$ cat config.mk
export PLATFORM = sky130hd
export DESIGN_NAME = wb_rr_arbiter
export DESIGN_NICKNAME = d
export VERILOG_FILES = /design/src/rtl/wb_rr_arbiter.sv
export SDC_FILE = /design/constraint.sdc
export NUM_CORES = 1
export LEC_CHECK = 0
export CORE_AREA = 3 3 169 171
export CTS_BUF_LIST = sky130_fd_sc_hd__clkbuf_4
export DETAILED_ROUTE_END_ITERATION = 8
export DIE_AREA = 0 0 172 174
export PLACE_DENSITY = 0.54
export SLEW_MARGIN = 20
export SYNTH_ARGS = -nofsm -noshare
export SYNTH_HDL_FRONTEND = slang
export SYNTH_SLANG_ARGS = --single-unit
$ cat constraint.sdc
create_clock -name clk -period 4.4 [get_ports clk]
set_input_delay 0.44 -clock clk [delete_from_list [all_inputs] [get_ports clk]]
set_output_delay 0.44 -clock clk [all_outputs]
set_load 0.01 [all_outputs]
$ cat src/rtl/wb_rr_arbiter.sv
// -----------------------------------------------------------------------------
// wb_rr_arbiter
//
// Round-robin arbiter that lets N_MASTER Wishbone masters share one slave.
// An owner is picked in IDLE (search starts one past the previous owner),
// registered into grant_o, and its request is then routed combinationally to
// the slave until it drops cyc. Every ownership change passes through at
// least one IDLE cycle.
//
// Optional feature (macro WB_ARB_TIMEOUT_EN):
//   A stall counter watches BUSY cycles with the strobe up and no ack/err.
//   On reaching TIMEOUT_CYCLES the arbiter drops the slave cycle, pulses the
//   owner's m_err_o for one cycle (ABORT) and then waits in RELEASE for the
//   owner to drop cyc. Without the macro there is no counter and a stalled
//   slave keeps the grant indefinitely.
//
// Ports:
//   clk, rstn_i              clock, asynchronous active-low reset
//   m_cyc_i/m_stb_i/m_we_i   per-master cycle, strobe, write enable
//   m_adr_i/m_dat_i          per-master address / write data, 32 bits each,
//                            master k at [32k+31:32k]
//   m_sel_i                  per-master byte selects, 4 bits each
//   m_ack_o/m_err_o          per-master acknowledge / error
//   m_dat_o                  read data, broadcast (always s_dat_i)
//   s_*_o                    shared slave request
//   s_ack_i/s_err_i/s_dat_i  slave response
//   grant_o                  one-hot owner, zero when idle
// -----------------------------------------------------------------------------
module wb_rr_arbiter #(
   parameter int N_MASTER       = 4,
   parameter int TIMEOUT_CYCLES = 255
) (
   input  logic                     clk,
   input  logic                     rstn_i,
   input  logic [N_MASTER-1:0]      m_cyc_i,
   input  logic [N_MASTER-1:0]      m_stb_i,
   input  logic [N_MASTER-1:0]      m_we_i,
   input  logic [32*N_MASTER-1:0]   m_adr_i,
   input  logic [32*N_MASTER-1:0]   m_dat_i,
   input  logic [4*N_MASTER-1:0]    m_sel_i,
   output logic [N_MASTER-1:0]      m_ack_o,
   output logic [N_MASTER-1:0]      m_err_o,
   output logic [31:0]              m_dat_o,
   output logic                     s_cyc_o,
   output logic                     s_stb_o,
   output logic                     s_we_o,
   output logic [31:0]              s_adr_o,
   output logic [31:0]              s_dat_o,
   output logic [3:0]               s_sel_o,
   input  logic                     s_ack_i,
   input  logic                     s_err_i,
   input  logic [31:0]              s_dat_i,
   output logic [N_MASTER-1:0]      grant_o
);

   localparam int IW = (N_MASTER > 1) ? $clog2(N_MASTER) : 1;

   typedef enum logic [1:0] {
      ST_IDLE    = 2'd0,
      ST_BUSY    = 2'd1,
      ST_ABORT   = 2'd2,
      ST_RELEASE = 2'd3
   } state_t;

   state_t              r_state;
   logic [N_MASTER-1:0] r_grant;
   logic [IW-1:0]       r_gidx;
   logic [IW-1:0]       r_last;

   // Routed request of the current owner (all zero when nobody owns the bus)
   logic                w_cyc;
   logic                w_stb;
   logic                w_we;
   logic [31:0]         w_adr;
   logic [31:0]         w_dat;
   logic [3:0]          w_sel;

   // Next-owner search
   logic                w_any;
   logic                w_hi_vld;
   logic [IW-1:0]       w_hi_idx;
   logic [IW-1:0]       w_lo_idx;
   logic [IW-1:0]       w_nidx;
   logic [N_MASTER-1:0] w_ngrant;

   logic                w_busy;
   logic                w_abort;

`ifdef WB_ARB_TIMEOUT_EN
   localparam int TW = $clog2(TIMEOUT_CYCLES + 1);
   logic [TW-1:0]       r_tmo;
`else
   logic                w_unused_tmo_cfg;
   assign w_unused_tmo_cfg = (TIMEOUT_CYCLES > 0);
`endif

   // -------------------------------------------------------------------------
   // Owner mux: r_grant is one-hot or zero, so at most one iteration hits.
   // -------------------------------------------------------------------------
   always_comb begin
      w_cyc = 1'b0;
      w_stb = 1'b0;
      w_we  = 1'b0;
      w_adr = '0;
      w_dat = '0;
      w_sel = '0;
      for (int m = 0; m < N_MASTER; m++) begin
         if (r_grant[m]) begin
            w_cyc = m_cyc_i[m];
            w_stb = m_stb_i[m];
            w_we  = m_we_i[m];
            w_adr = m_adr_i[m*32 +: 32];
            w_dat = m_dat_i[m*32 +: 32];
            w_sel = m_sel_i[m*4 +: 4];
         end
      end
   end

   // -------------------------------------------------------------------------
   // Round-robin search. The lowest requester strictly above r_last wins;
   // if there is none, the lowest requester at or below r_last wraps around.
   // Scanning downward lets the last hit be the lowest index.
   // -------------------------------------------------------------------------
   always_comb begin
      w_hi_vld = 1'b0;
      w_hi_idx = '0;
      w_lo_idx = '0;
      for (int m = N_MASTER-1; m >= 0; m--) begin
         if (m_cyc_i[m]) begin
            if (m > int'(r_last)) begin
               w_hi_vld = 1'b1;
               w_hi_idx = IW'(m);
            end else begin
               w_lo_idx = IW'(m);
            end
         end
      end
   end

   assign w_any    = |m_cyc_i;
   assign w_nidx   = w_hi_vld ? w_hi_idx : w_lo_idx;
   assign w_ngrant = N_MASTER'(1) << w_nidx;

   // -------------------------------------------------------------------------
   // State machine
   // -------------------------------------------------------------------------
   always_ff @(posedge clk or negedge rstn_i) begin
      if (!rstn_i) begin
         r_state <= ST_IDLE;
         r_grant <= '0;
         r_gidx  <= '0;
         r_last  <= IW'(N_MASTER-1);
`ifdef WB_ARB_TIMEOUT_EN
         r_tmo   <= '0;
`endif
      end else begin
         case (r_state)
            ST_IDLE: begin
               if (w_any) begin
                  r_grant <= w_ngrant;
                  r_gidx  <= w_nidx;
                  r_state <= ST_BUSY;
               end
            end

            ST_BUSY: begin
               if (!w_cyc) begin
                  // Owner released (an ack in this same cycle is still
                  // delivered by the combinational response path).
                  r_state <= ST_IDLE;
                  r_grant <= '0;
                  r_last  <= r_gidx;
`ifdef WB_ARB_TIMEOUT_EN
                  r_tmo   <= '0;
               end else if (s_ack_i || s_err_i) begin
                  r_tmo   <= '0;
               end else if (w_stb) begin
                  if (r_tmo == TW'(TIMEOUT_CYCLES-1)) begin
                     r_state <= ST_ABORT;
                  end
                  r_tmo <= r_tmo + 1'b1;
`endif
               end
            end

`ifdef WB_ARB_TIMEOUT_EN
            ST_ABORT: begin
               r_state <= ST_RELEASE;
               r_tmo   <= '0;
            end

            ST_RELEASE: begin
               // Grant is held so no one else sees the half-aborted slave
               // until the offending master lets go.
               if (!w_cyc) begin
                  r_state <= ST_IDLE;
                  r_grant <= '0;
                  r_last  <= r_gidx;
               end
            end
`endif

            default: begin
               r_state <= ST_IDLE;
               r_grant <= '0;
            end
         endcase
      end
   end

   // -------------------------------------------------------------------------
   // Outputs. The slave only sees a cycle while BUSY; ABORT/RELEASE and IDLE
   // keep it quiet. Reset forces r_state to IDLE asynchronously, which drops
   // s_cyc_o at once.
   // -------------------------------------------------------------------------
   assign w_busy  = (r_state == ST_BUSY);
   assign w_abort = (r_state == ST_ABORT);

   assign s_cyc_o = w_busy & w_cyc;
   assign s_stb_o = w_busy & w_stb;
   assign s_we_o  = w_busy & w_we;
   assign s_adr_o = w_busy ? w_adr : '0;
   assign s_dat_o = w_busy ? w_dat : '0;
   assign s_sel_o = w_busy ? w_sel : '0;

   assign m_ack_o = w_busy ? (r_grant & {N_MASTER{s_ack_i}}) : '0;
   assign m_err_o = w_busy  ? (r_grant & {N_MASTER{s_err_i}}) :
                    w_abort ? r_grant : '0;

   assign m_dat_o = s_dat_i;
   assign grant_o = r_grant;

endmodule

After elaboration in Yosys (flattened, before gate mapping)
Cells that the tools add are included.

storage, ports and cells
  register bits = 10
  output and inout bits = 115
  input port bits = 320

operators by class
  eq/ne operators = 4
  bitwise gates (word level) = 6
  shifts and indexed selects = 1
  muxes and demuxes = 56
  order comparisons = 3
  reductions and logical operators = 5

operators by type and width
  cell                   count
  $mux W32               10
  $mux W4                10
  $mux W2                16
  $mux W1                18
  $and A4 B4 Y4          2
  $pmux W4 S2            1
  $reduce_and A2 Y1      3
  $gt A2 B2 Y1 const A   2
  $ne A2 B2 Y1 const B   2
  $pmux W2 S2            1
  $reduce_or A4 Y1       1
  $shl A1 B2 Y4 const A  1
  $and A1 B1 Y1          3
  $eq A2 B1 Y1 const B   1
  $eq A2 B2 Y1 const B   1
  $gt A1 B2 Y1 const A   1
  $logic_not A2 Y1       1
  $not A1 Y1             1

Depth between registers and ports, before layout
  word-level depth = 12
  gate-level depth with buffers = 6
  depth with buffers taken out = 4

Worst setup path after synthesis
Ideal clock, no wire load.

  kind = reg-to-output
  start = register r_grant[2] (netlist: grant_o[2])
  end = output port s_sel_o[2]
  cell stages (with the launch flop) = 6
  slack = 2,549 ps
  path buffers = 3
  data arrival time = 1,411 ps
  required time = 3,960 ps
  cell sequence = dfrtp_1 -> buf_2 -> buf_2 -> buf_2 -> a221oi_1 -> o41ai_1

between the ends
  longest elaborated chain between the ends = 3

RTL lines
  element                 line  RTL
  start, declared         66    logic [N_MASTER-1:0] r_grant;
  start signal, assigned  160   r_grant <= w_ngrant;
  $mux W4 (2 in a row)    108   if (r_grant[m]) begin
  $mux W4                 224   assign s_sel_o = w_busy ? w_sel : '0;
  end, declared           49    output logic [3:0] s_sel_o,

Every way passes these cells.

Worst setup path after layout
  start = register r_grant[1] (netlist: grant_o[1])
  end = output port s_dat_o[31]

between the ends
  longest elaborated chain between the ends = 4

RTL lines
  element                line  RTL
  $mux W32 (3 in a row)  108
  $mux W32               223   assign s_dat_o = w_busy ? w_dat : '0;
  end, declared          48    output logic [31:0] s_dat_o,

Every way passes these cells.

==> reports/qor.log <==
[outcome] status completed
[setup_path] Slowest cell on crit path dfrtp_2
[placement] count of buffers from port buffering 370
[cts] total number of H-tree levels 1
[setup_path] worst path cell trace buf_4 -> a22oi_1 -> o21ai_0 -> a22o_1 -> clkdlybuf4s50_1
[cts] clock-pin slew reported for the worst setup and hold paths after clock tree synthesis 0.06 ns
[power_and_ir_drop] areal power density over the cells 442 nW/um^2
[cts] buffers from clock root to sink, at most 2
[routing] wire length per cell after detailed routing 17.6 um
[die] starting utilization of the core area 10.4%
[setup_path] critical path endpoint category output port
[synthesis] Mapped Area 2800 sq um
[cts] TritonCTS clock tree built
[die] Die X 172 um
[finish] Syn-to-layout area delta 135%
[placement] final weighted congestion in routability-driven placement 0.773
[global_route] via count of the first global-routing pass 4612
[cts] post-CTS setup buffers 0
[setup_path] CP arrival 2.83 ns
[synthesis] cell count after synthesis 422
[setup_path] buffer and inverter count on the worst path 2
[sta] setup TNS 0 ns
[finish] area of combinational cells with multiple inputs 2100 sq um
[finish] final std cells w/o fill 1063
[synthesis] sequential share of the synthesized area 8.14%
[placement] pre-CTS setup slack 1.32 ns
[global_route] number of antenna violations at the first check in global routing 2
[synthesis] Synth Warn # 0
[finish] final-layout fill cell count 3007
[synthesis] Area contributors post-synth a22o_1 (22%), a22oi_1 (19%), o21ai_0 (13%), nand2_1 (9.8%), buf_4 (8.9%)
[cts] number of buffers inserted by hold repair at cts 0
[min_path] type of the worst min-delay path in -> async
[placement] placed wire-length estimate after detailed placement 15100 um
[sta] upper clock frequency limit 306 MHz
[cts] cell at the root of the clock tree clkbuf_4
[finish] FF+latch area 233 sq um
[synthesis] largest area contributor in the netlist a22o_1
[routing] routed vias/inst 4.27
[global_route] first-pass GRT wire length 26100 um
[power_and_ir_drop] post-layout power 2.91 mW
[setup_path] maximum fanout encountered on the critical timing path 46
[synthesis] top cell types by occurrence after synthesis nand2_1 (73), o21ai_0 (71), a22o_1 (70), a22oi_1 (69), buf_4 (33)
[setup_path] dominant delay contributor by cell family on the critical path buffers and inverters
[finish] utilization of the core after routing 24.3%
[global_route] total global-route track usage 11.0%
[finish] share of final-layout standard cells stronger than drive strength 1 3.33%
[routing] via count 4538
[synthesis] most frequently used flop master after synthesis dfrtp_1
[sta] number of setup violations in the final report 0
[synthesis] post-synthesis net count 742
[cts] quantity of gates resized following cts 0
[die] area of the die 29900 sq um
[synthesis] share of the synthesized area in the top cell type 21.9%
[sta] Clock Skews 0.00309 ns
[setup_path] slowest stage delay, CP 0.79 ns
[finish] Layout Nets 1042
[sta] setup repair after global routing missed its margin no
[setup_path] CP startpoint kind register
[setup_path] startpoint-to-endpoint class of the critical path reg -> out
[sta] Pins Over Slew Limit 0
[die] number of rows in the core area 60
[cts] TritonCTS buffer count 3
[sta] final count of hold timing violations 0
[die] Floorplan Core Area 27000 sq um
[synthesis] cell with the most instances after synthesis nand2_1
[sta] relative slew slack 40.4%
[routing] DRC violation total after the first TritonRoute iteration 147
[cts] clock sink count 9
[synthesis] average footprint of a synthesized cell 6.63 sq um
[synthesis] number of enable-type register cells in the synthesized netlist 0
[sta] final period demand of the worst path 3.27 ns
[routing] antenna-violating nets left 0
[placement] number of cells after detailed placement 1057
[synthesis] post-synthesis cell type count 36
[sta] final setup slack of the worst path 1.13 ns
[global_route] total gr overflow 0
[die] I/O pin cnt 435
[routing] count of unresolved DRC violations after routing 0
[setup_path] WP data required 3.96 ns
[power_and_ir_drop] maximum ir drop on the vdd rail 0.220 mV
[global_route] pin count of the biggest net entering global routing 119
[cts] clock latency of the later-clocked register in the worst-skew pair 0.26 ns
[job] # Max-Cap Violations 0
[routing] total length of routed wires 18700 um
[routing] drt first pass iters 7
[power_and_ir_drop] Lkg Pwr 2.24 nW
[synthesis] Seq cells post-synth 9
[die] vertical die dimension 174 um
[sta] share of the cycle needed by the critical path after routing 74.4%
[sta] measured slew at the worst slew-check pin 0.894 ns
[synthesis] fraction of registers with async set or reset after synthesis 100%
[sequential cells by signal (all words and copies together) (netlist names)]
register	flops
grant_o	4
r_gidx	2
r_last	2
r_state	1
[final cells by class]
type | count | share of cell area, %
repair buffers | 377 | 57.3
multi-input cells | 329 | 32.0
inverters | 2 | 0.114
well taps | 341 | 6.49
diodes | 1 | 0.0381
clock buffers | 4 | 0.457
flip-flops and latches | 9 | 3.54
[cells in the final DEF (no fill, tap or decap), types with 2 or more instances in the layout]
cell type          n
clkdlybuf4s50_1  370
and3_1             8
buf_4              6
mux2_2             2
a21oi_1            7
o21ai_0           71
dfstp_2            2
nor2_1             5
clkbuf_4           4
dfrtp_1            5
nor2b_1            2
inv_1              2
a22oi_1           69
a211oi_2           2
nand2_1           73
a22o_1            70
o21bai_1           2
[cells by family after synthesis]
kind of cell           Yosys count  share of synthesized area (%)
AOI/OAI and AO/OA              229                           58.5
and+or+nand+nor                 97                           15.1
DFF                              9                           8.14
muxes                            3                           1.16
buffers and inverters           84                           17.1
[per-stage QoR]
| stage | hold WS (ns) | cell area, sq um |
|---|---|---|
| after global routing | 0.507 | 6570 |
| after detailed placement | 0.495 | 6520 |
| final | 0.478 | 6570 |
| after floorplan | 0.144 | 2800 |
| after CTS | 0.484 | 6550 |
| after global placement | 0.491 | 6520 |
[per-layer routing]
metal	vias to the layer above	part of all wire [%]	track usage [%]
met4	2	3.8	4.16
met3	50	10	2.75
met1	2049	37	12.0
li1	2183	-	-
met5	-	0.069	0
met2	254	49	20.1
[power breakdown]
| part | total [mW] | switching [mW] | internal [mW] | leakage [nW] |
|---|---|---|---|---|
| clock | 0.0697 | 0.0286 | 0.0411 | 0.0184 |
| combinational | 2.55 | 1.21 | 1.34 | 2.11 |
| sequential | 0.289 | 0.158 | 0.130 | 0.106 |
| total | 2.91 | 1.40 | 1.51 | 2.24 |
[worst register-to-register path, cell delays in order, from the launching register on]
cell      delay [ns]
dfrtp_4         0.75
buf_12          0.31
nor2b_1         0.25
a211oi_2        0.08
a211oi_2        0.26
mux2_2          0.36
[worst paths after layout]
path                            start          end  slack (ns)  cells after the start
max in group asynchronous      rstn_i    r_last[1]        3.60                      1
min in group clk            r_gidx[1]    r_last[1]        0.51                      1
min                            rstn_i   r_state[0]        0.48                      1
max reg2reg                grant_o[2]    r_last[0]        2.31                      5
max                        grant_o[1]  s_dat_o[31]        1.13                      5
min reg2reg                 r_gidx[1]    r_last[1]        0.51                      1
No activity file was read; power rests on OpenSTA's default activity.
